<file path="src/rtl/noc_switch_pkg.sv">
// Shared types and helpers for the switch output-port datapath.
// rr_pick returns a one-hot round-robin winner among the first n request bits.
package noc_switch_pkg;

    localparam int MAX_N  = 16;
    localparam int MAX_PW = 4;

    typedef enum logic {
        ST_IDLE,
        ST_LOCKED
    } state_e;

    // Search starts at ptr and wraps at n; ptr is always below n, so one subtraction suffices.
    function automatic logic [MAX_N-1:0] rr_pick(input logic [MAX_N-1:0]  req,
                                                 input logic [MAX_PW-1:0] ptr,
                                                 input int                n);
        logic [MAX_N-1:0] gnt;
        logic             found;
        int               idx;
        gnt   = '0;
        found = 1'b0;
        for (int k = 0; k < MAX_N; k++) begin
            idx = int'(ptr) + k;
            if (idx >= n) idx = idx - n;
            if (k < n && !found && req[idx[MAX_PW-1:0]]) begin
                gnt[idx[MAX_PW-1:0]] = 1'b1;
                found                = 1'b1;
            end
        end
        return gnt;
    endfunction

endpackage

</file>
<file path="src/rtl/rr_arbiter.sv">
// Stateless round-robin arbiter: one-hot grant plus the winner index.
module rr_arbiter
    import noc_switch_pkg::*;
#(
    parameter int N  = 4,
    parameter int PW = (N > 1) ? $clog2(N) : 1
) (
    input  logic [N-1:0]  req_i,
    input  logic [PW-1:0] ptr_i,
    output logic [N-1:0]  gnt_o,
    output logic [PW-1:0] idx_o
);

    logic [MAX_N-1:0]  req_pad;
    logic [MAX_N-1:0]  gnt_pad;
    logic [MAX_PW-1:0] ptr_pad;

    always_comb begin
        req_pad         = '0;
        req_pad[N-1:0]  = req_i;
        ptr_pad         = '0;
        ptr_pad[PW-1:0] = ptr_i;
        gnt_pad         = rr_pick(req_pad, ptr_pad, N);
        gnt_o           = gnt_pad[N-1:0];
        idx_o           = '0;
        for (int i = 0; i < MAX_N; i++) begin
            if (gnt_pad[i]) idx_o = PW'(i);
        end
    end

endmodule

</file>
<file path="src/rtl/switch_out_port_arbmux.sv">
// Switch output port: round-robin head arbitration, wormhole lock until tail,
// one registered output stage with valid/ready flow control.
module switch_out_port_arbmux
    import noc_switch_pkg::*;
#(
    parameter int N_IN   = 4,
    parameter int FLIT_W = 80
) (
    input  logic                     clk,
    input  logic                     reset,
    input  logic [N_IN*FLIT_W-1:0]   in_flit,
    input  logic [N_IN-1:0]          in_valid,
    input  logic [N_IN-1:0]          in_head,
    input  logic [N_IN-1:0]          in_tail,
    output logic [N_IN-1:0]          in_ready,
    output logic [FLIT_W-1:0]        out_flit,
    output logic                     out_head,
    output logic                     out_tail,
    output logic                     out_valid,
    input  logic                     out_ready,
    output logic [N_IN-1:0]          grant
);

    localparam int PW = (N_IN > 1) ? $clog2(N_IN) : 1;

    state_e            state_q;
    logic [PW-1:0]     owner_q;
    logic [PW-1:0]     rr_ptr_q;
    logic [PW-1:0]     rr_ptr_d;
    logic [N_IN-1:0]   grant_q;
    logic [FLIT_W-1:0] out_flit_q;
    logic              out_head_q;
    logic              out_tail_q;
    logic              out_valid_q;

    logic              load_en;
    logic              accept;
    logic [N_IN-1:0]   req;
    logic [N_IN-1:0]   arb_gnt;
    logic [PW-1:0]     arb_idx;
    logic [N_IN-1:0]   sel;
    logic [FLIT_W-1:0] flit_mux;
    logic              head_mux;
    logic              tail_mux;

    assign load_en = !out_valid_q || out_ready;
    assign req     = in_valid & in_head;

    rr_arbiter #(.N(N_IN), .PW(PW)) u_arb (
        .req_i (req),
        .ptr_i (rr_ptr_q),
        .gnt_o (arb_gnt),
        .idx_o (arb_idx)
    );

    // sel is the one-hot accepted input this cycle; it doubles as in_ready.
    always_comb begin
        sel = '0;
        if (!reset && load_en) begin
            if (state_q == ST_IDLE) sel = arb_gnt;
            else if (in_valid[owner_q]) sel[owner_q] = 1'b1;
        end
    end

    always_comb begin
        flit_mux = '0;
        head_mux = 1'b0;
        tail_mux = 1'b0;
        for (int i = 0; i < N_IN; i++) begin
            flit_mux = flit_mux | ({FLIT_W{sel[i]}} & in_flit[i*FLIT_W +: FLIT_W]);
            head_mux = head_mux | (sel[i] & in_head[i]);
            tail_mux = tail_mux | (sel[i] & in_tail[i]);
        end
    end

    assign accept   = |sel;
    assign rr_ptr_d = (arb_idx == PW'(N_IN - 1)) ? '0 : arb_idx + 1'b1;

    always_ff @(posedge clk) begin
        if (reset) begin
            state_q     <= ST_IDLE;
            owner_q     <= '0;
            rr_ptr_q    <= '0;
            grant_q     <= '0;
            out_valid_q <= 1'b0;
            out_flit_q  <= '0;
            out_head_q  <= 1'b0;
            out_tail_q  <= 1'b0;
        end else begin
            if (load_en) begin
                out_valid_q <= accept;
                if (accept) begin
                    out_flit_q <= flit_mux;
                    out_head_q <= head_mux;
                    out_tail_q <= tail_mux;
                end
            end
            // A stray head on the owner while locked is forwarded; only a tail releases the lock.
            case (state_q)
                ST_IDLE: begin
                    if (accept) begin
                        rr_ptr_q <= rr_ptr_d;
                        if (!tail_mux) begin
                            state_q <= ST_LOCKED;
                            owner_q <= arb_idx;
                            grant_q <= arb_gnt;
                        end
                    end
                end
                ST_LOCKED: begin
                    if (accept && tail_mux) begin
                        state_q <= ST_IDLE;
                        grant_q <= '0;
                    end
                end
                default: state_q <= ST_IDLE;
            endcase
        end
    end

    assign in_ready  = sel;
    assign out_flit  = out_flit_q;
    assign out_head  = out_head_q;
    assign out_tail  = out_tail_q;
    assign out_valid = out_valid_q;
    assign grant     = grant_q;

endmodule
</file>
<file path="config.mk">
export PLATFORM = sky130hd
export DESIGN_NAME = switch_out_port_arbmux
export DESIGN_NICKNAME = d
export VERILOG_FILES = /design/src/rtl/noc_switch_pkg.sv /design/src/rtl/rr_arbiter.sv /design/src/rtl/switch_out_port_arbmux.sv
export SDC_FILE = /design/constraint.sdc
export NUM_CORES = 1
export LEC_CHECK = 0
export ABC_AREA = 1
export CAP_MARGIN = 20
export CORE_AREA = 8 8 161 163
export DETAILED_ROUTE_END_ITERATION = 12
export DIE_AREA = 0 0 169 171
export GPL_TIMING_DRIVEN = 0
export PLACE_DENSITY_LB_ADDON = 0.3
export SKIP_CTS_REPAIR_TIMING = 1
export SYNTH_ARGS = -nofsm -noshare
export SYNTH_HDL_FRONTEND = slang
export SYNTH_SLANG_ARGS = --single-unit
</file>
<file path="constraint.sdc">
create_clock -name clk -period 6.8 [get_ports clk]
set_clock_uncertainty 0.15 [all_clocks]
set_input_delay 1.36 -clock clk [delete_from_list [all_inputs] [get_ports clk]]
set_output_delay 1.36 -clock clk [all_outputs]
set_load 0.02 [all_outputs]
</file>
==> impl_summary.txt <==
----------------------------------------------------
[Final layout]
  Filler cell count ... 2,409
  Final net count ... 1,741
  Synth-to-Final Area Change ... 78.1%
  Number of standard cells in the layout, taps in and fillers out ... 1,720
  Fraction of layout instances using a drive strength above 1 ... 12.3%
  Highest-count cells in the layout ignoring fill and taps ... 424 x clkdlybuf4s50_1, 336 x nand2_1, 99 x inv_1
  Leading cell type in the layout, fill and taps excluded ... clkdlybuf4s50_1

[Route]
  Total iterations of the first detailed-routing run ... 4
  Wire length per cell after detailed routing ... 17.6 µm
  Post-DR vias/cell ... 4.45
  Detailed-route wire length ... 30,400 µm
  DRC violations left ... 0
  Number of routed nets with antenna violations ... 0
  Number of DRC violations after detailed-routing iteration 0 ... 358
  Total vias in the final route ... 7,655

[Worst setup path]
  CP max-delay cell ... clkdlybuf4s50_1
  Type of element capturing the critical path ... output pin
  Worst-path maximum fanout ... 10
  Worst reg2reg setup slack ... 3.39 ns
  R2R cell count ... 14
  Most numerous cell on the critical path ... nand3_1
  Worst EP arrival ... 4.08 ns
  Critical register-to-register path endpoint ... out_flit[78]
  Data required time at the worst endpoint ... 5.29 ns
  Startpoint type of the worst setup path ... input pin
  Cells traversed along the worst timing path ... clkdlybuf4s50_1, nand3_1, nand3_1, o21ai_1, nor2_1, nand3_1, nand3_1, nand2_2, inv_2, buf_2, clkdlybuf4s50_1
  Launch instance of the worst register-to-register path ... rr_ptr_q[1]
  Critical path type ... in -> out
  Crit-path max cell delay ... 0.65 ns

[Floorplan]
  Standard cell core area ... 23,300 µm²
  Die height ... 171 µm
  Starting density of the core ... 27.0%
  Overall die area ... 28,900 µm²
  Cell row count ... 56
  Number of ports placed on the die boundary ... 426
  Die Wd ... 169 µm

[Synthesis]
  Sequential element share of the synthesized area ... 29.3%
  Post-Syn Nets ... 1,306
  Number of distinct library cells after synthesis ... 28
  Top cells by area, synth ... dfxtp_1 29%, nand2_1 20%, a211oi_1 7.7%
  Count of mapped cells out of synthesis ... 962
  Area share of the largest cell type after synthesis ... 29.3%
  Warnings from Yosys ... 0
  Per-instance average area after synthesis ... 6.53 µm²
  Netlist Area Pre-Place ... 6280 µm²
  Biggest area consumer among synthesized cells ... dfxtp_1
  Synth Register Bits ... 92

[Clocking]
  TritonCTS clock tree ... done
  Clk pin slew, worst setup/hold paths ... 0.06 ns
  Number of levels the H-tree was split into ... 3
  Num CTS Buffers ... 9
  Clock tree sinks ... 92
  Latest clock arrival within the worst-skew pair ... 0.34 ns
  Root buffer cell ... clkbuf_16
  Maximum count of clock buffers along a single path ... 2

[Worst hold path]
  Cell count of the worst hold path ... 2
  Beginning of the worst hold path ... grant[3]
  Path class of the lowest-slack min-delay path ... reg -> reg
  Min-Delay Endpoint ... grant[3]

[Global route]
  Maximum number of pins on one net before global-route repair ... 14
  Number of antenna violations at the first check in global routing ... 1
  Number of global-route vias before repair ... 7,685
  Total global routing track utilization ... 19.9%
  Wire length of the first global-routing pass ... 44,200 µm
  Total congestion overflow ... 0

[Timing]
  Final hold violations ... 0
  Worst Max-Slew Pin Slew ... 0.707 ns
  Sum Neg Setup Slack ... 0 ns
  Max Transition Viols Final ... 0
  Timing-limited maximum frequency ... 0.179 GHz
  Slew Limit Headroom ... 52.9%
  Min cycle time layout ... 5.59 ns
  Share of the cycle needed by the critical path after routing ... 82.1%
  RSZ-0062 raised after global routing ... no
  Total of endpoints with negative setup slack in the final report ... 0

[Place]
  Final HPWL from detailed placement ... 24,800 µm
  PortBufs ... 424
  Routability congestion estimate from global placement ... 0.879
  Placed insts ... 1,705

[Job]
  Number of violations of the max-capacitance limit ... 0

[Power and ir drop]
  VDD IR-drop max ... 0.160 mV
  Leakage power summed over all cells ... 0.00487 µW
  Total power consumption of the routed design ... 4450 µW
  Power per standard cell area ... 398 nW/µm²

[Outcome]
  Outcome ... completed

----------------------------------------------------
layout make-up:
| cell class | count | area [µm²] | area share, % |
|---|---|---|---|
| Antenna cell | 1 | 2.50 | 0.0224 |
| Buffer | 54 | 388 | 3.47 |
| Clock buffer | 11 | 243 | 2.17 |
| Clock inverter | 3 | 15.0 | 0.134 |
| Inverter | 105 | 397 | 3.55 |
| Multi-Input combinational cell | 711 | 3650 | 32.7 |
| Sequential cell | 92 | 1840 | 16.5 |
| Tap cell | 319 | 399 | 3.57 |
| Timing Repair Buffer | 424 | 4240 | 38.0 |
metal layers:
layer	part of all wire, %	GRT usage [%]	vias up
met3	7.7	6.04	43
met4	2.6	7.31	0
met5	0	0	-
met1	39	21.7	3403
li1	-	-	3930
met2	51	35.9	279
how the worst max path moves through the flow:
stage	startpoint	endpoint	depth (start not counted)
detailed placement	in_valid[0]	in_ready[3]	11
CTS	in_valid[0]	in_ready[3]	11
floorplan	in_valid[3]	in_ready[2]	11
finish	in_valid[0]	in_ready[3]	11
global route	in_valid[0]	in_ready[0]	11
global placement	in_valid[0]	in_ready[0]	11
stage by stage:
step | hold slack (ns) | area [µm²] | utilization (%) | worst slack, ns
5_1_grt | 0.328 | 11200 | 48.1 | 1.02
4_1_cts | 0.315 | 11200 | 48.1 | 1.24
3_5_place_dp | 0.304 | 10900 | 47.0 | 1.25
6_report | 0.313 | 11200 | 48.1 | 1.21
2_1_floorplan | 0.346 | 6280 | - | 2.72
3_3_place_gp | 0.300 | 10900 | 47.0 | 1.24
synth_stat cells:
master / instances
nand2_1: 336
inv_1: 99
nor2_1: 98
dfxtp_1: 92
a211oi_1: 64
a21oi_2: 49
a21oi_1: 47
nand3_1: 37
nand2_2: 35
buf_2: 24
a211oi_2: 17
clkbuf_1: 13
buf_4: 9
ha_1: 9
buf_12: 7
nand3_2: 6
inv_2: 5
o21ai_0: 4
nor2_2: 2
a22oi_1: 1
and2_1: 1
buf_6: 1
inv_4: 1
nand2_4: 1
nand3b_1: 1
nor2_4: 1
o21ai_1: 1
o21ai_2: 1
worst max-delay path, delay by kind of cell:
| family | cells | cell delay [ns] |
|---|---|---|
| AO/OA/AOI/OAI | 1 | 0.06 |
| buffers and inverters | 4 | 1.81 |
| AND/OR/NAND/NOR | 6 | 0.82 |
sequential cells by signal, summed over array words and instances, names as in the netlist, named ones only:
name and flops:
out_flit 80, grant 4, owner_q 2, rr_ptr_q 2, out_head 1, out_tail 1
out_valid 1
where the power goes:
part	internal [µW]	switching (µW)	total, µW
combinational	1310	1730	3040
sequential	798	151	949
clock	252	211	464
total	2360	2090	4450
logic make-up (layout without fill, tap and decap cells):
family / after synthesis / count (layout) / synth area share [%]
AND/OR/NAND/NOR: 518 / 518 / 34.1
AO/OA/AOI/OAI: 184 / 184 / 22.3
buffers and inverters: 159 / 597 / 12.5
flip-flops: 92 / 92 / 29.3
adder cells (fa/ha/maj): 9 / 9 / 1.79
other: 0 / 1 / 0
(Power assumes the default switching activity.)
